==> config.mk <==
export PLATFORM = sky130hd
export DESIGN_NAME = uart_tx_param
export DESIGN_NICKNAME = d
export VERILOG_FILES = /design/src/rtl/uart_tx_param.sv
export SDC_FILE = /design/constraint.sdc
export NUM_CORES = 1
export LEC_CHECK = 0
export ABC_AREA = 1
export ABC_CLOCK_PERIOD_IN_PS = 3000
export BUFFER_PORTS_ARGS = -buffer_cell sky130_fd_sc_hd__buf_4
export CAP_MARGIN = 10
export CORE_MARGIN = 3
export CORE_UTILIZATION = 48
export CTS_BUF_LIST = sky130_fd_sc_hd__clkbuf_8
export DETAILED_ROUTE_END_ITERATION = 8
export GPL_ROUTABILITY_DRIVEN = 0
export PLACE_DENSITY = 0.68
export SLEW_MARGIN = 5
export SYNTH_ARGS = -nofsm -noshare
export SYNTH_HDL_FRONTEND = slang
export SYNTH_SLANG_ARGS = --single-unit
==> constraint.sdc <==
create_clock -name clk -period 3 [get_ports clk]
set_input_delay 0.15 -clock clk [delete_from_list [all_inputs] [get_ports clk]]
set_output_delay 0.15 -clock clk [all_outputs]
set_load 0.02 [all_outputs]
==> src/rtl/uart_tx_param.sv <==
// Parametrised UART transmitter with a one-word holding register for gap-free frames.
// Optional line-break support is compiled in with `define UART_TX_BREAK_EN (adds input brk).
module uart_tx_param #(
    parameter int DATA_BITS   = 8,
    parameter int PARITY_MODE = 0,
    parameter int STOP_BITS   = 1
) (
    input  logic                 clk,
    input  logic                 reset,
    input  logic                 wr,
    input  logic [DATA_BITS-1:0] data_in,
    input  logic                 tx_enb,
`ifdef UART_TX_BREAK_EN
    input  logic                 brk,
`endif
    output logic                 tx,
    output logic                 ready,
    output logic                 busy,
    output logic                 done,
    output logic                 overrun
);

    localparam int BCW = (DATA_BITS > 1) ? $clog2(DATA_BITS) : 1;
    localparam int SCW = $clog2(STOP_BITS + 1);
    localparam logic [BCW-1:0] LAST_BIT  = BCW'(DATA_BITS - 1);
    localparam logic [SCW-1:0] STOP_LAST = SCW'(STOP_BITS);

    generate
        if (DATA_BITS < 5 || DATA_BITS > 9) begin : g_bad_data_bits
            $error("uart_tx_param: DATA_BITS=%0d outside 5..9", DATA_BITS);
        end
        if (PARITY_MODE < 0 || PARITY_MODE > 2) begin : g_bad_parity
            $error("uart_tx_param: PARITY_MODE=%0d outside 0..2", PARITY_MODE);
        end
        if (STOP_BITS < 1 || STOP_BITS > 2) begin : g_bad_stop
            $error("uart_tx_param: STOP_BITS=%0d outside 1..2", STOP_BITS);
        end
    endgenerate

    typedef enum logic [2:0] {
        IDLE,
        START,
        DATA,
        PAR,
        STOP
    } state_t;

    state_t               state_reg;
    logic                 tx_reg;
    logic                 ready_reg;
    logic                 done_reg;
    logic                 overrun_reg;
    logic                 brk_active_reg;
    logic                 par_reg;
    logic [DATA_BITS-1:0] hold_reg;
    logic [DATA_BITS-1:0] shift_reg;
    logic [BCW-1:0]       bit_cnt_reg;
    logic [SCW-1:0]       stop_cnt_reg;
    logic                 break_req;

`ifdef UART_TX_BREAK_EN
    assign break_req = brk;
`else
    assign break_req = 1'b0;
`endif

    // Parity of the held word, seeded with 1 for odd parity so the chain end is the bit to send.
    logic [DATA_BITS:0] par_chain;
    assign par_chain[0] = (PARITY_MODE == 2);
    genvar gi;
    generate
        for (gi = 0; gi < DATA_BITS; gi++) begin : g_par
            assign par_chain[gi+1] = par_chain[gi] ^ hold_reg[gi];
        end
    endgenerate

    always_ff @(posedge clk or posedge reset) begin
        if (reset) begin
            state_reg      <= IDLE;
            tx_reg         <= 1'b1;
            ready_reg      <= 1'b1;
            done_reg       <= 1'b0;
            overrun_reg    <= 1'b0;
            brk_active_reg <= 1'b0;
            par_reg        <= 1'b0;
            hold_reg       <= '0;
            shift_reg      <= '0;
            bit_cnt_reg    <= '0;
            stop_cnt_reg   <= '0;
        end else begin
            done_reg    <= 1'b0;
            overrun_reg <= 1'b0;

            // Acceptance looks only at the registered ready; a transfer this cycle cannot free the slot early.
            if (wr) begin
                if (ready_reg) begin
                    hold_reg  <= data_in;
                    ready_reg <= 1'b0;
                end else begin
                    overrun_reg <= 1'b1;
                end
            end

            case (state_reg)
                IDLE: begin
                    tx_reg         <= ~break_req;
                    brk_active_reg <= break_req;
                    if (!ready_reg && !break_req) begin
                        shift_reg <= hold_reg;
                        par_reg   <= par_chain[DATA_BITS];
                        ready_reg <= 1'b1;
                        state_reg <= START;
                    end
                end
                START: begin
                    if (tx_enb) begin
                        tx_reg      <= 1'b0;
                        bit_cnt_reg <= '0;
                        state_reg   <= DATA;
                    end
                end
                DATA: begin
                    if (tx_enb) begin
                        tx_reg    <= shift_reg[0];
                        shift_reg <= shift_reg >> 1;
                        if (bit_cnt_reg == LAST_BIT) begin
                            bit_cnt_reg  <= '0;
                            stop_cnt_reg <= '0;
                            state_reg    <= (PARITY_MODE != 0) ? PAR : STOP;
                        end else begin
                            bit_cnt_reg <= bit_cnt_reg + BCW'(1);
                        end
                    end
                end
                PAR: begin
                    if (tx_enb) begin
                        tx_reg       <= par_reg;
                        stop_cnt_reg <= '0;
                        state_reg    <= STOP;
                    end
                end
                STOP: begin
                    if (tx_enb) begin
                        if (stop_cnt_reg == STOP_LAST) begin
                            // End-of-frame tick: chain straight into the next start bit when a word waits.
                            done_reg     <= 1'b1;
                            stop_cnt_reg <= '0;
                            if (!ready_reg && !break_req) begin
                                shift_reg   <= hold_reg;
                                par_reg     <= par_chain[DATA_BITS];
                                ready_reg   <= 1'b1;
                                tx_reg      <= 1'b0;
                                bit_cnt_reg <= '0;
                                state_reg   <= DATA;
                            end else begin
                                tx_reg         <= 1'b1;
                                brk_active_reg <= break_req;
                                state_reg      <= IDLE;
                            end
                        end else begin
                            tx_reg       <= 1'b1;
                            stop_cnt_reg <= stop_cnt_reg + SCW'(1);
                        end
                    end
                end
                default: begin
                    tx_reg    <= 1'b1;
                    state_reg <= IDLE;
                end
            endcase
        end
    end

    assign tx      = tx_reg;
    assign ready   = ready_reg;
    assign done    = done_reg;
    assign overrun = overrun_reg;
    assign busy    = (state_reg != IDLE) | ~ready_reg | brk_active_reg;

endmodule

* Word-level counts from Yosys, hierarchy flattened
Index checks and enable logic that the tools add are counted.
** Word-level totals
- Register bits after elaboration :: 29
- Bits of input ports :: 12
- Output and inout bits :: 5
- Word-level logic and storage cells :: 102
** Cells by class
- Add/sub/neg operators :: 2
- Equal/unequal tests :: 14
- Muxes and demuxes :: 51
- Bitwise operators :: 10
- Reduce and logical (&&, ||, !) cells :: 14
** Operator list (count)
- $mux 3 :: 13
- $mux 8 :: 4
- $mux 1 :: 25
- $pmux 8 s3 :: 1
- $ne 2x2->1 const B :: 9
- $pmux 3 s5 :: 1
- $reduce_and 4->1 :: 3
- $reduce_bool 3->1 :: 4
- $pmux 3 s3 :: 1
- $reduce_and 7->1 :: 1
- $xor 1x1->1 :: 7
- $eq 3x2->1 const B :: 2
- $eq 3x3->1 const B :: 2
- $pmux 1 s2 :: 3
- $reduce_and 6->1 :: 1
- $reduce_and 5->1 :: 1
- $pmux 1 s4 :: 1
- $add 3x1->3 const B :: 1
- $eq 3x1->1 const B :: 1
- $logic_not 3->1 :: 1
- $pmux 1 s3 :: 1
- $reduce_and 3->1 :: 1
- $mux 2 :: 1
- $or 1x1->1 :: 2
- 4 further kinds :: 4

* Logic depth before layout (Yosys ltp)
- Word-level depth :: 11
- Gate-level depth with buffers :: 10
- Mapped depth without buffers :: 10

* Worst setup path before layout
No wires, ideal clock.
- Path type :: register to register
- From :: reg state_reg[0]
- To :: reg shift_reg[2]
- Setup time :: 0.126 ns
- Data arrival time :: 1.229 ns
- Slack :: 1.645 ns
- Cell stages (with the launch flop) :: 6
- Period minus slack after synthesis :: 1.355 ns
- Cell sequence :: dfrtp_1 nor3_1 nand2_4 a21oi_4 buf_6 o21ai_0
** Between the ends
- Longest elaborated chain between the ends :: 3
- Elaborated cells between the ends (all ways) :: 9
- Classes of those cells :: eq/ne (5); mux (1); reduce/logical (3)
** Ends and longest elaborated chain
- start, declared :: line 48 : state_t state_reg;
- start signal, assigned :: line 129 : state_reg <= (PARITY_MODE != 0) ? PAR : STOP;
- $eq 3x3->1 (tied with other cells) :: line 104 : case (state_reg)
- $ne 2x2->1 (no line) / $reduce_bool 3->1 (equally long branches)
- $reduce_and 4->1 (no line)
- end signal, assigned :: line 109 : shift_reg <= hold_reg;
- end signal, assigned :: line 125 : shift_reg <= shift_reg >> 1;
- end signal, assigned :: line 149 : shift_reg <= hold_reg;
- end, declared :: line 56 : logic [DATA_BITS-1:0] shift_reg;
Parallel ways exist; a longest one is shown, timed or not.
A chain may end at the register's enable or synchronous reset.

* Final worst setup path
- From :: reg state_reg[2]
- To :: reg shift_reg[3]
Same word-level chain as after synthesis.

==> impl_metrics.tcl <==
set metrics [dict create \
    initial_core_util 0.521 \
    fmax_ghz 0.679 \
    fin_nets 221 \
    place_hpwl_mm 2.00 \
    io_buffer_count 16 \
    slew_viol_final 0 \
    fp.coreArea_um2 2850 \
    wl_met1_mm 1.34 \
    power_density_nw_per_um2 1030 \
    clock_sink_count 28 \
    hp-class "input pin to register" \
    wl_met3_um 83 \
    grt_pass1_wl_mm 4.66 \
    peakVddDrop_mv 0.496 \
    clk_path_buf_depth 2 \
    dp.cells 233 \
    highest_layer "met4" \
    layout-drive-gt1-share 0.170 \
    cts-resized-gates 0 \
    ctsHoldBuffers 0 \
    max-slew-margin-rel 0.316 \
    fin_tns_setup_ns 0 \
    n_antenna_cell 0 \
    netlist_instances 190 \
    path_class "register to register" \
    wl_met2_mm 1.16 \
    synth_nets 204 \
    vias_per_cell 5.04 \
    fp.dieW_um 61.7 \
    grt_use_total 0.165 \
    outcome "finished clean" \
    die-area_um2 3800 \
    synth_top_area_share 0.437 \
    rows 19 \
    clk_pin_slew_ns 0.09 \
    synth_top_area_cell "dfrtp_1" \
    root_buffer "clkbuf_8" \
    clk_latency_ns 0.27 \
    avgSynthCellArea_um2 7.83 \
    endpoint_kind "register" \
    path_cells "inv_1 > nand3_4 > a21oi_4 > o21ai_0" \
    cts_tree "done" \
    grt_max_degree 29 \
    worstPathMaxFanout 21 \
    area_growth_pct 12.3 \
    skew_ns 0.00273 \
    final_cells 237 \
    cts_setup_buffers 0 \
    htree_num_levels 1 \
    ys_seq_area_frac 0.473 \
    drc 0 \
    ioPinCount 17 \
    cts_inserted_buffers 3 \
    holdWs_ns 0.0680 \
    drt_wl_total_mm 2.62 \
    finalSetupViolations 0 \
    dieHeight_um 61.7 \
    start_kind "register" \
    critical_path.max_stage_delay_ns 0.41 \
    nFillCells 279 \
    netlist_area_um2 1490 \
    rsz0062_at_grt "no" \
    crit_path_top_delay_cell "dfrtp_1" \
    drt_pre_antenna_iters 4 \
    maxCapViolCount 0 \
    yosys_register_bits 28 \
    ys_warn_count 0 \
    routedWlPerCell_um 11.0 \
    vias 1195 \
    post-route-min-period_ns 1.47 \
    drtIter0Drc 34 \
    synth_cell_types 27 \
    hold_viol_final 0 \
    worst-path-buf-inv 1 \
    grt_pass1_vias 1121 \
    synth.area.top_cells "dfrtp_1, nand2_1, o21ai_0, inv_1, nand3_1" \
    antenna_found_initial 0 \
    overflow 0 \
    worst_ep_required_time_ns 3.15 \
    arrival_ns 1.63 \
    ant_nets 0 \
    power_leakage_nw 0.884 \
    cpLargestDelayFamily "compound AO/OA/AOI/OAI gates" \
    period_share 0.491 \
    worstMarginPinSlew_ns 1.02 \
]
## final cells by class
type,count,area (um^2),share of cell area
Sequential cell,28,703,0.421
Multi-Input combinational cell,130,646,0.387
Timing Repair Buffer,16,120,0.0719
Inverter,28,108,0.0644
Clock buffer,4,55.1,0.0330
Tap cell,31,38.8,0.0232
## synth_stat cells (all sizes together)
| cell | count |
|---|---|
| nand2 | 72 |
| clkbuf | 1 |
| nand3 | 15 |
| o21ai | 28 |
| a21oi | 2 |
| buf | 3 |
| nand3b | 1 |
| or2 | 1 |
| o22ai | 1 |
| xnor2 | 1 |
| inv | 28 |
| dfstp | 2 |
| dfrtp | 26 |
| nor3 | 1 |
| ha | 2 |
| nor2 | 6 |
## stage by stage
| step | total power [mW] | worst slack, ns | instance area [um^2] | util |
|---|---|---|---|---|
| after global placement | 1.47 | 1.56 | 1620 | 0.566 |
| after detailed placement | 1.50 | 1.52 | 1620 | 0.566 |
| after CTS | 1.74 | 1.51 | 1670 | 0.586 |
| after floorplan | 1.34 | 1.65 | 1490 | - |
| final | 1.72 | 1.53 | 1670 | 0.586 |
| after global routing | 1.91 | 1.34 | 1670 | 0.586 |
## cells in the final DEF (no fill, tap or decap)
cell       n
o21ai_2    2
nor2_1     5
nand3_4    1
inv_1     25
a21oi_1    1
o21ai_0   23
or2_0      1
nand3b_1   1
nor2_4     1
nand3_1   13
o22ai_1    1
nand3_2    1
buf_4     16
inv_2      2
inv_4      1
nor3_1     1
ha_1       2
nand2_4    3
dfrtp_1   26
a21oi_4    1
clkbuf_8   4
nand2_2    1
nand2_1   68
o21ai_1    3
dfstp_2    2
xnor2_1    1
## cells by family (layout without fill, tap and decap cells)
| group | Yosys count | count (layout) | share of synthesized area |
|---|---|---|---|
| AO/OA/AOI/OAI | 31 | 31 | 0.118 |
| buffers and inverters | 32 | 48 | 0.0934 |
| AND/OR/NAND/NOR | 96 | 96 | 0.294 |
| adder cells (fa/ha/maj) | 2 | 2 | 0.0168 |
| XOR/XNOR | 1 | 1 | 0.00589 |
| flip-flops | 28 | 28 | 0.473 |
## path summary, 6_finish.rpt
path / startpoint / to / slack (ns) / cells past startpoint
max: state_reg[2]$_DFFE_PP0P_ / shift_reg[3]$_DFFE_PP0P_ / 1.53 / 4
min: data_in[5] / hold_reg[5]$_DFFE_PP0P_ / 0.07 / 3
max reg2reg: state_reg[2]$_DFFE_PP0P_ / shift_reg[3]$_DFFE_PP0P_ / 1.53 / 4
min reg2reg: par_reg$_DFFE_PP0P_ / par_reg$_DFFE_PP0P_ / 0.49 / 2
max in group asynchronous: reset / state_reg[0]$_DFFE_PP0P_ / 2.26 / 2
min in group asynchronous: reset / shift_reg[6]$_DFFE_PP0P_ / 0.12 / 2
## metal layers
| metal | vias up | global-route usage |
|---|---|---|
| met5 | - | 0 |
| met4 | 0 | 0.0576 |
| met3 | 5 | 0.0314 |
| met2 | 19 | 0.259 |
| met1 | 545 | 0.226 |
| li1 | 626 | - |
## where the power goes
part           internal [mW]  total (mW)  leakage, nW  switching [mW]
logic                  0.305       0.823        0.500           0.519
clock network          0.117       0.232       0.0288           0.115
registers              0.543       0.663        0.355           0.121
## worst min-delay path: stages
cell	delay, ns
buf_4	0.08
nand2_1	0.04
nand2_1	0.04
Power figures use the tool's default switching activity.
